===== src/rtl/bike_light_pkg.sv =====
// Bike light controller shared types and default constants.
// Mode encodings include DIM, used only when BIKE_LIGHT_DIM_EN is defined.
package bike_light_pkg;

  typedef enum logic [1:0] {
    OFF   = 2'd0,
    ON    = 2'd1,
    BLINK = 2'd2,
    DIM   = 2'd3
  } mode_e;

  localparam int RATE_INIT_DEF = 3;
  localparam int RATE_MAX_DEF  = 6;

endpackage


===== src/rtl/bike_light_if.sv =====
// Control/status bundle between the bike light controller and its user.
// master drives the button pulses and blink waveform; slave is the controller.
interface bike_light_if;

  logic       next;
  logic       faster;
  logic       slower;
  logic       blink_in;
  logic       shift_left;
  logic       shift_right;
  logic       count_en;
  logic       fast;
  logic       light_out;
  logic [1:0] mode;
  logic [2:0] rate;

  modport master (
    output next, faster, slower, blink_in,
    input  shift_left, shift_right, count_en,
    input  fast, light_out, mode, rate
  );

  modport slave (
    input  next, faster, slower, blink_in,
    output shift_left, shift_right, count_en,
    output fast, light_out, mode, rate
  );

endinterface


===== src/rtl/bike_light_controller_tick_prescaler.sv =====
// Blink timebase: counts 0..TICK_DIV-1 while enabled, held at 0 otherwise.
// tick is registered so it lands on the cycle the count shows its wrap.
module tick_prescaler #(
  parameter int TICK_DIV = 50000
) (
  input  logic clk,
  input  logic reset,
  input  logic enable,
  output logic tick
);

  localparam int W = (TICK_DIV > 1) ? $clog2(TICK_DIV) : 1;
  localparam logic [W-1:0] LAST = W'(TICK_DIV - 1);

  logic [W-1:0] cnt;
  logic         tick_q;

  always_ff @(posedge clk) begin
    if (reset || !enable) begin
      cnt    <= '0;
      tick_q <= 1'b0;
    end else if (cnt == LAST) begin
      cnt    <= '0;
      tick_q <= 1'b1;
    end else begin
      cnt    <= cnt + W'(1);
      tick_q <= 1'b0;
    end
  end

  // A wrap just before leaving BLINK must not leak out.
  assign tick = tick_q & enable;

endmodule


===== src/rtl/bike_light_controller.sv =====
// Bike light mode FSM and blink-rate tracker driving an external blinker.
// Optional DIM mode (25% duty) is built when BIKE_LIGHT_DIM_EN is defined.
module bike_light_controller
  import bike_light_pkg::*;
#(
  parameter int TICK_DIV  = 50000,
  parameter int RATE_INIT = RATE_INIT_DEF,
  parameter int RATE_MAX  = RATE_MAX_DEF
) (
  input  logic         clk,
  input  logic         reset,
  bike_light_if.slave  bus
);

  localparam logic [2:0] R_INIT = 3'(RATE_INIT);
  localparam logic [2:0] R_MAX  = 3'(RATE_MAX);

  mode_e      mode_q, mode_d;
  logic [2:0] rate_q, rate_d;
  logic       sl_q, sl_d;
  logic       sr_q, sr_d;
  logic       in_blink;
  logic       req_up, req_dn;
  logic       lamp;

  assign in_blink = (mode_q == BLINK);

  assign req_up = in_blink && !bus.next
               && bus.slower && !bus.faster
               && (rate_q < R_MAX);

  assign req_dn = in_blink && !bus.next
               && bus.faster && !bus.slower
               && (rate_q != 3'd0);

  always_ff @(posedge clk) begin
    if (reset) begin
      mode_q <= OFF;
      rate_q <= R_INIT;
      sl_q   <= 1'b0;
      sr_q   <= 1'b0;
    end else begin
      mode_q <= mode_d;
      rate_q <= rate_d;
      sl_q   <= sl_d;
      sr_q   <= sr_d;
    end
  end

  always_comb begin
    mode_d = mode_q;
    rate_d = rate_q;
    sl_d   = 1'b0;
    sr_d   = 1'b0;
    if (bus.next) begin
      unique case (mode_q)
        OFF:   mode_d = ON;
`ifdef BIKE_LIGHT_DIM_EN
        ON:    mode_d = DIM;
        DIM:   mode_d = BLINK;
`else
        ON:    mode_d = BLINK;
        DIM:   mode_d = OFF;
`endif
        BLINK: mode_d = OFF;
        default: mode_d = OFF;
      endcase
    end
    unique case (1'b1)
      req_up: begin
        rate_d = rate_q + 3'd1;
        sl_d   = 1'b1;
      end
      req_dn: begin
        rate_d = rate_q - 3'd1;
        sr_d   = 1'b1;
      end
      default: ;
    endcase
  end

`ifdef BIKE_LIGHT_DIM_EN
  logic [1:0] phase_q;

  // Phase restarts at 0 on every DIM entry.
  always_ff @(posedge clk) begin
    if (reset || mode_q != DIM) begin
      phase_q <= 2'd0;
    end else begin
      phase_q <= phase_q + 2'd1;
    end
  end
`endif

  always_comb begin
    lamp = 1'b0;
    unique case (mode_q)
      OFF:   lamp = 1'b0;
      ON:    lamp = 1'b1;
      BLINK: lamp = bus.blink_in;
`ifdef BIKE_LIGHT_DIM_EN
      DIM:   lamp = (phase_q == 2'd0);
`else
      DIM:   lamp = 1'b0;
`endif
      default: lamp = 1'b0;
    endcase
  end

  tick_prescaler #(
    .TICK_DIV (TICK_DIV)
  ) u_presc (
    .clk    (clk),
    .reset  (reset),
    .enable (in_blink),
    .tick   (bus.count_en)
  );

  assign bus.mode        = mode_q;
  assign bus.rate        = rate_q;
  assign bus.fast        = (rate_q == 3'd0);
  assign bus.shift_left  = sl_q;
  assign bus.shift_right = sr_q;
  assign bus.light_out   = lamp;

endmodule

===== src/flat_wrapper.sv =====
// flat-port wrapper written by rule: the top's interface ports become plain ports
module bike_light_controller_flat import bike_light_pkg::*;
#(
  parameter int TICK_DIV  = 50000,
  parameter int RATE_INIT = RATE_INIT_DEF,
  parameter int RATE_MAX  = RATE_MAX_DEF
)
  (clk, reset, bus_next, bus_faster, bus_slower, bus_blink_in, bus_shift_left, bus_shift_right, bus_count_en, bus_fast, bus_light_out, bus_mode, bus_rate);
  bike_light_if bus_i ();
  input  logic clk;
  input  logic reset;
  input wire logic [$bits(bus_i.next)-1:0] bus_next;
  input wire logic [$bits(bus_i.faster)-1:0] bus_faster;
  input wire logic [$bits(bus_i.slower)-1:0] bus_slower;
  input wire logic [$bits(bus_i.blink_in)-1:0] bus_blink_in;
  output wire logic [$bits(bus_i.shift_left)-1:0] bus_shift_left;
  output wire logic [$bits(bus_i.shift_right)-1:0] bus_shift_right;
  output wire logic [$bits(bus_i.count_en)-1:0] bus_count_en;
  output wire logic [$bits(bus_i.fast)-1:0] bus_fast;
  output wire logic [$bits(bus_i.light_out)-1:0] bus_light_out;
  output wire logic [$bits(bus_i.mode)-1:0] bus_mode;
  output wire logic [$bits(bus_i.rate)-1:0] bus_rate;
  assign bus_i.next = bus_next;
  assign bus_i.faster = bus_faster;
  assign bus_i.slower = bus_slower;
  assign bus_i.blink_in = bus_blink_in;
  assign bus_shift_left = bus_i.shift_left;
  assign bus_shift_right = bus_i.shift_right;
  assign bus_count_en = bus_i.count_en;
  assign bus_fast = bus_i.fast;
  assign bus_light_out = bus_i.light_out;
  assign bus_mode = bus_i.mode;
  assign bus_rate = bus_i.rate;
  bike_light_controller #(.TICK_DIV(TICK_DIV), .RATE_INIT(RATE_INIT), .RATE_MAX(RATE_MAX)) u_core (.clk(clk), .reset(reset), .bus(bus_i));
endmodule

===== config.mk =====
export PLATFORM = sky130hd
export DESIGN_NAME = bike_light_controller_flat
export DESIGN_NICKNAME = d
export VERILOG_FILES = /design/src/rtl/bike_light_pkg.sv /design/src/rtl/bike_light_if.sv /design/src/rtl/bike_light_controller_tick_prescaler.sv /design/src/rtl/bike_light_controller.sv /design/src/flat_wrapper.sv
export SDC_FILE = /design/constraint.sdc
export NUM_CORES = 1
export LEC_CHECK = 0
export BUFFER_PORTS_ARGS = -buffer_cell sky130_fd_sc_hd__buf_2
export CORE_ASPECT_RATIO = 1.5
export CORE_MARGIN = 3
export CORE_UTILIZATION = 40
export CTS_CLUSTER_DIAMETER = 200
export DETAILED_ROUTE_END_ITERATION = 6
export SETUP_SLACK_MARGIN = 0.5
export SYNTH_ARGS = -nofsm -noshare
export SYNTH_HDL_FRONTEND = slang
export SYNTH_SLANG_ARGS = --single-unit

===== constraint.sdc =====
create_clock -name clk -period 2.2 [get_ports clk]
set_input_delay 0.33 -clock clk [delete_from_list [all_inputs] [get_ports clk]]
set_output_delay 0.33 -clock clk [all_outputs]
set_load 0.005 [all_outputs]

==> implementation parameters <==
Parameter                              Value

Outcome
  Run status ... completed

Timing
  RSZ-0062 raised after global routing ... yes
  Setup total negative slack ... 0 ns
  Final min period ... 2.06 ns
  Final number of hold-violating endpoints ... 0
  Final count of negative-setup-slack endpoints ... 0
  Worst relative slew slack ... 74.5%
  Transition time of the tightest slew-check pin ... 0.382 ns
  Final max-slew violation count ... 0
  Final clock period utilization by the worst path ... 93.5%
  Maximum clock frequency ... 0.486 GHz
  Clock skew ... 0.00347 ns
  Final setup margin ... 0.143 ns

Worst setup path
  Data arrival, critical path ... 2.22 ns
  CP Max Fanout ... 2
  Worst reg2reg setup slack ... 0.14 ns
  Kind of critical path ... flip-flop to flip-flop
  Worst R2R Start ... u_core.bus.mode[0]$_SDFFE_PP0P_
  R2R cell count ... 8
  Type of element capturing the critical path ... flip-flop
  Critical path startpoint category ... flip-flop
  Data required time of the critical path ... 2.36 ns
  Worst flop-to-flop path endpoint ... u_core.bus.rate[2]$_SDFFE_PP0P_

Power
  Leakage power of the design ... 0.524 nW
  Worst-case vdd ir drop ... 0.353 mV
  Ratio of total power to cell area ... 541 nW/um^2

Yosys
  Number of enable-type register cells in the synthesized netlist ... 0
  Yosys warning count ... 0
  Top_reg_cell synth ... sky130_fd_sc_hd__dfxtp_1
  Mapped Area ... 1190 sq um
  Average instance area after synthesis ... 9.30 sq um
  Area fraction of the dominant cell type after synthesis ... 40.4%
  Post-synth top area cell ... sky130_fd_sc_hd__dfxtp_1
  Mapped Nets ... 139
  Number of distinct library cells after synthesis ... 35
  Share of flip-flops with an asynchronous set or reset ... 0%
  Gate count after technology mapping ... 128
  Sequential area share after synthesis ... 40.4%
  Most instantiated library cell after synthesis ... sky130_fd_sc_hd__nor2_1
  Number of register bits inferred by synthesis ... 24
  Area contributors post-synth ... sky130_fd_sc_hd__dfxtp_1 40%, sky130_fd_sc_hd__xnor2_1 9.6%, sky130_fd_sc_hd__nor2_1 7.9%, sky130_fd_sc_hd__nor4_2 5.3%, sky130_fd_sc_hd__ha_1 4.2%
  Most frequent cells after synthesis ... 25 x sky130_fd_sc_hd__nor2_1, 24 x sky130_fd_sc_hd__dfxtp_1, 13 x sky130_fd_sc_hd__xnor2_1

Job
  Max-cap violations ... 0

Placed design
  Weighted congestion at the end of routability-driven global placement ... 0.747
  Dpl ws ... 0.0277 ns
  Final HPWL DP ... 1730 um
  Input/output buffers ... 15
  Placed cells ... 181

Clock network
  Num Clock Sinks ... 24
  Hold-fix buffer count after cts ... 0
  CTS HTree Levels ... 1
  CTS buffer count ... 3
  Clock network latency to the later pin of the worst-skew pair ... 0.26 ns
  CTS root buffer ... sky130_fd_sc_hd__clkbuf_8
  Bufs on Longest Clock Path ... 2
  Clock Pin Slew Worst Setup and Hold Paths ... 0.08 ns
  TritonCTS clock tree ... yes

Floorplan
  Die width ... 50.5 um
  Effective utilization at floorplan ... 43.1%
  Die outline height ... 72.8 um
  Die area ... 3680 sq um
  Floorplan Core Area ... 2760 sq um
  Top Ports ... 16
  Number of standard-cell rows in the floorplan ... 23

GRT
  Antenna violations before repair ... 0
  Gr usage total ... 14.3%
  Maximum number of pins on one net before global-route repair ... 17
  Via count of the first global-routing pass ... 922
  Grt total ovfl ... 0
  Global-route wire length before repair ... 4040 um

Worst hold path
  Class of the worst hold path ... primary input to flip-flop
  Worst hold endpoint ... u_core.bus.mode[0]$_SDFFE_PP0P_
  Startpoint of the lowest-slack hold path ... reset
  Worst hold stages ... 2

Final layout
  # nets final ... 165
  Fraction of layout cells with a size suffix above 1 ... 32.7%
  Final Core Density ... 54.2%
  N_diodes ... 0
  Area growth, synth to finish ... 25.8%
  Post-Layout Cell Count ... 190

Drt
  DR vias/cell ... 4.89
  Initial drt markers ... 8
  Detailed Route WL ... 2390 um
  Wire per inst ... 12.6 um
  Post-DRT Antenna Nets ... 0
  Vias after detailed routing ... 930
  TritonRoute pass-1 iters ... 4
  Residual DRC ... 0
-- worst max-delay path, cell delays in order (launching register included) --
cell	delay (ns)
sky130_fd_sc_hd__dfxtp_2	0.33
sky130_fd_sc_hd__inv_2	0.07
sky130_fd_sc_hd__ha_4	0.15
sky130_fd_sc_hd__nand2b_4	0.05
sky130_fd_sc_hd__or3_4	0.32
sky130_fd_sc_hd__fa_2	0.34
sky130_fd_sc_hd__a211o_1	0.24
sky130_fd_sc_hd__a21oi_2	0.14
sky130_fd_sc_hd__mux2_4	0.31
-- layout make-up --
cell class | instances | area, sq um
fillers | 275 | 1270
inverters | 8 | 30.0
well taps | 37 | 46.3
multi-input cells | 94 | 727
flip-flops and latches | 24 | 483
repair buffers | 23 | 155
clock buffers | 4 | 55.1
-- metrics by stage --
stage	power (mW)	cell area (sq um)	hold WS (ns)
CTS	0.811	1440	0.351
global route	0.849	1500	0.369
floorplan	0.487	1220	0.440
global placement	0.505	1350	0.460
finish	0.809	1500	0.355
detailed placement	0.506	1350	0.471
-- routing by layer --
layer / part of all wire (%) / up-vias / global-route usage, %
li1: - / 483 / -
met1: 42 / 425 / 15.6
met2: 52 / 17 / 26.0
met3: 3.8 / 5 / 2.66
met4: 2.3 / 0 / 7.19
met5: 0 / - / 0
-- layout by cell type (no fill, tap or decap), types with 2 or more instances in the layout --
master / netlist / final
sky130_fd_sc_hd__a211o_1: 2 / 2
sky130_fd_sc_hd__buf_2: 0 / 13
sky130_fd_sc_hd__buf_4: 0 / 6
sky130_fd_sc_hd__buf_6: 1 / 4
sky130_fd_sc_hd__clkbuf_8: 0 / 4
sky130_fd_sc_hd__dfxtp_1: 24 / 22
sky130_fd_sc_hd__dfxtp_2: 0 / 2
sky130_fd_sc_hd__ha_1: 4 / 2
sky130_fd_sc_hd__ha_4: 0 / 2
sky130_fd_sc_hd__inv_1: 8 / 7
sky130_fd_sc_hd__mux2_4: 0 / 2
sky130_fd_sc_hd__mux2i_1: 3 / 3
sky130_fd_sc_hd__nand2_1: 3 / 3
sky130_fd_sc_hd__nand2b_1: 5 / 4
sky130_fd_sc_hd__nand3_1: 3 / 3
sky130_fd_sc_hd__nand3_2: 3 / 3
sky130_fd_sc_hd__nand4_1: 2 / 2
sky130_fd_sc_hd__nor2_1: 25 / 25
sky130_fd_sc_hd__nor3_1: 6 / 6
sky130_fd_sc_hd__nor4_2: 5 / 5
sky130_fd_sc_hd__xnor2_1: 13 / 13
-- state kept, by name, indices dropped and copies added, names as in the netlist --
| name | count |
|---|---|
| u_core.bus.mode | 2 |
| u_core.bus.rate | 3 |
| u_core.bus.shift_left | 1 |
| u_core.bus.shift_right | 1 |
| u_core.u_presc.cnt | 16 |
| u_core.u_presc.tick_q | 1 |
-- kinds of logic after synthesis --
kind of cell	after synthesis	synth area share, %
DFF	24	40.4
muxes	5	4.42
AOI/OAI and AO/OA	8	4.73
xor gates and xnor gates	14	10.3
buffers and inverters	10	3.79
and+or+nand+nor	62	30.5
adders and majority gates	5	5.89
-- power breakdown --
part	switching (mW)	internal (mW)
Combinational	0.0332	0.0413
Sequential	0.00393	0.439
Clock	0.132	0.160
-- repair_timing --
| item | CTS | global route |
|---|---|---|
| cloned | 0 | 0 |
| hold endpoints to repair | 0 | 0 |
| pin swaps | 2 | 0 |
| setup buffers | 4 | 1 |
| gates resized for setup | 2 | 8 |
| endpoints found under the setup margin | 2 | 20 |
-- how the worst max path moves through the flow --
stage	startpoint	endpoint	slack, ns	cells after the start
3_5_place_dp	bus_slower	u_core.bus.rate[2]$_SDFFE_PP0P_	0.03	7
5_1_grt	u_core.bus.mode[0]$_SDFFE_PP0P_	u_core.bus.rate[2]$_SDFFE_PP0P_	0.06	8
6_report	u_core.bus.mode[0]$_SDFFE_PP0P_	u_core.bus.rate[2]$_SDFFE_PP0P_	0.14	8
3_3_place_gp	bus_slower	u_core.bus.rate[2]$_SDFFE_PP0P_	0.07	7
4_1_cts	u_core.bus.mode[0]$_SDFFE_PP0P_	u_core.bus.rate[2]$_SDFFE_PP0P_	0.14	8
2_1_floorplan	u_core.bus.mode[0]$_SDFFE_PP0P_	u_core.bus.rate[2]$_SDFFE_PP0P_	0.13	8
Power figures use the tool's default switching activity.
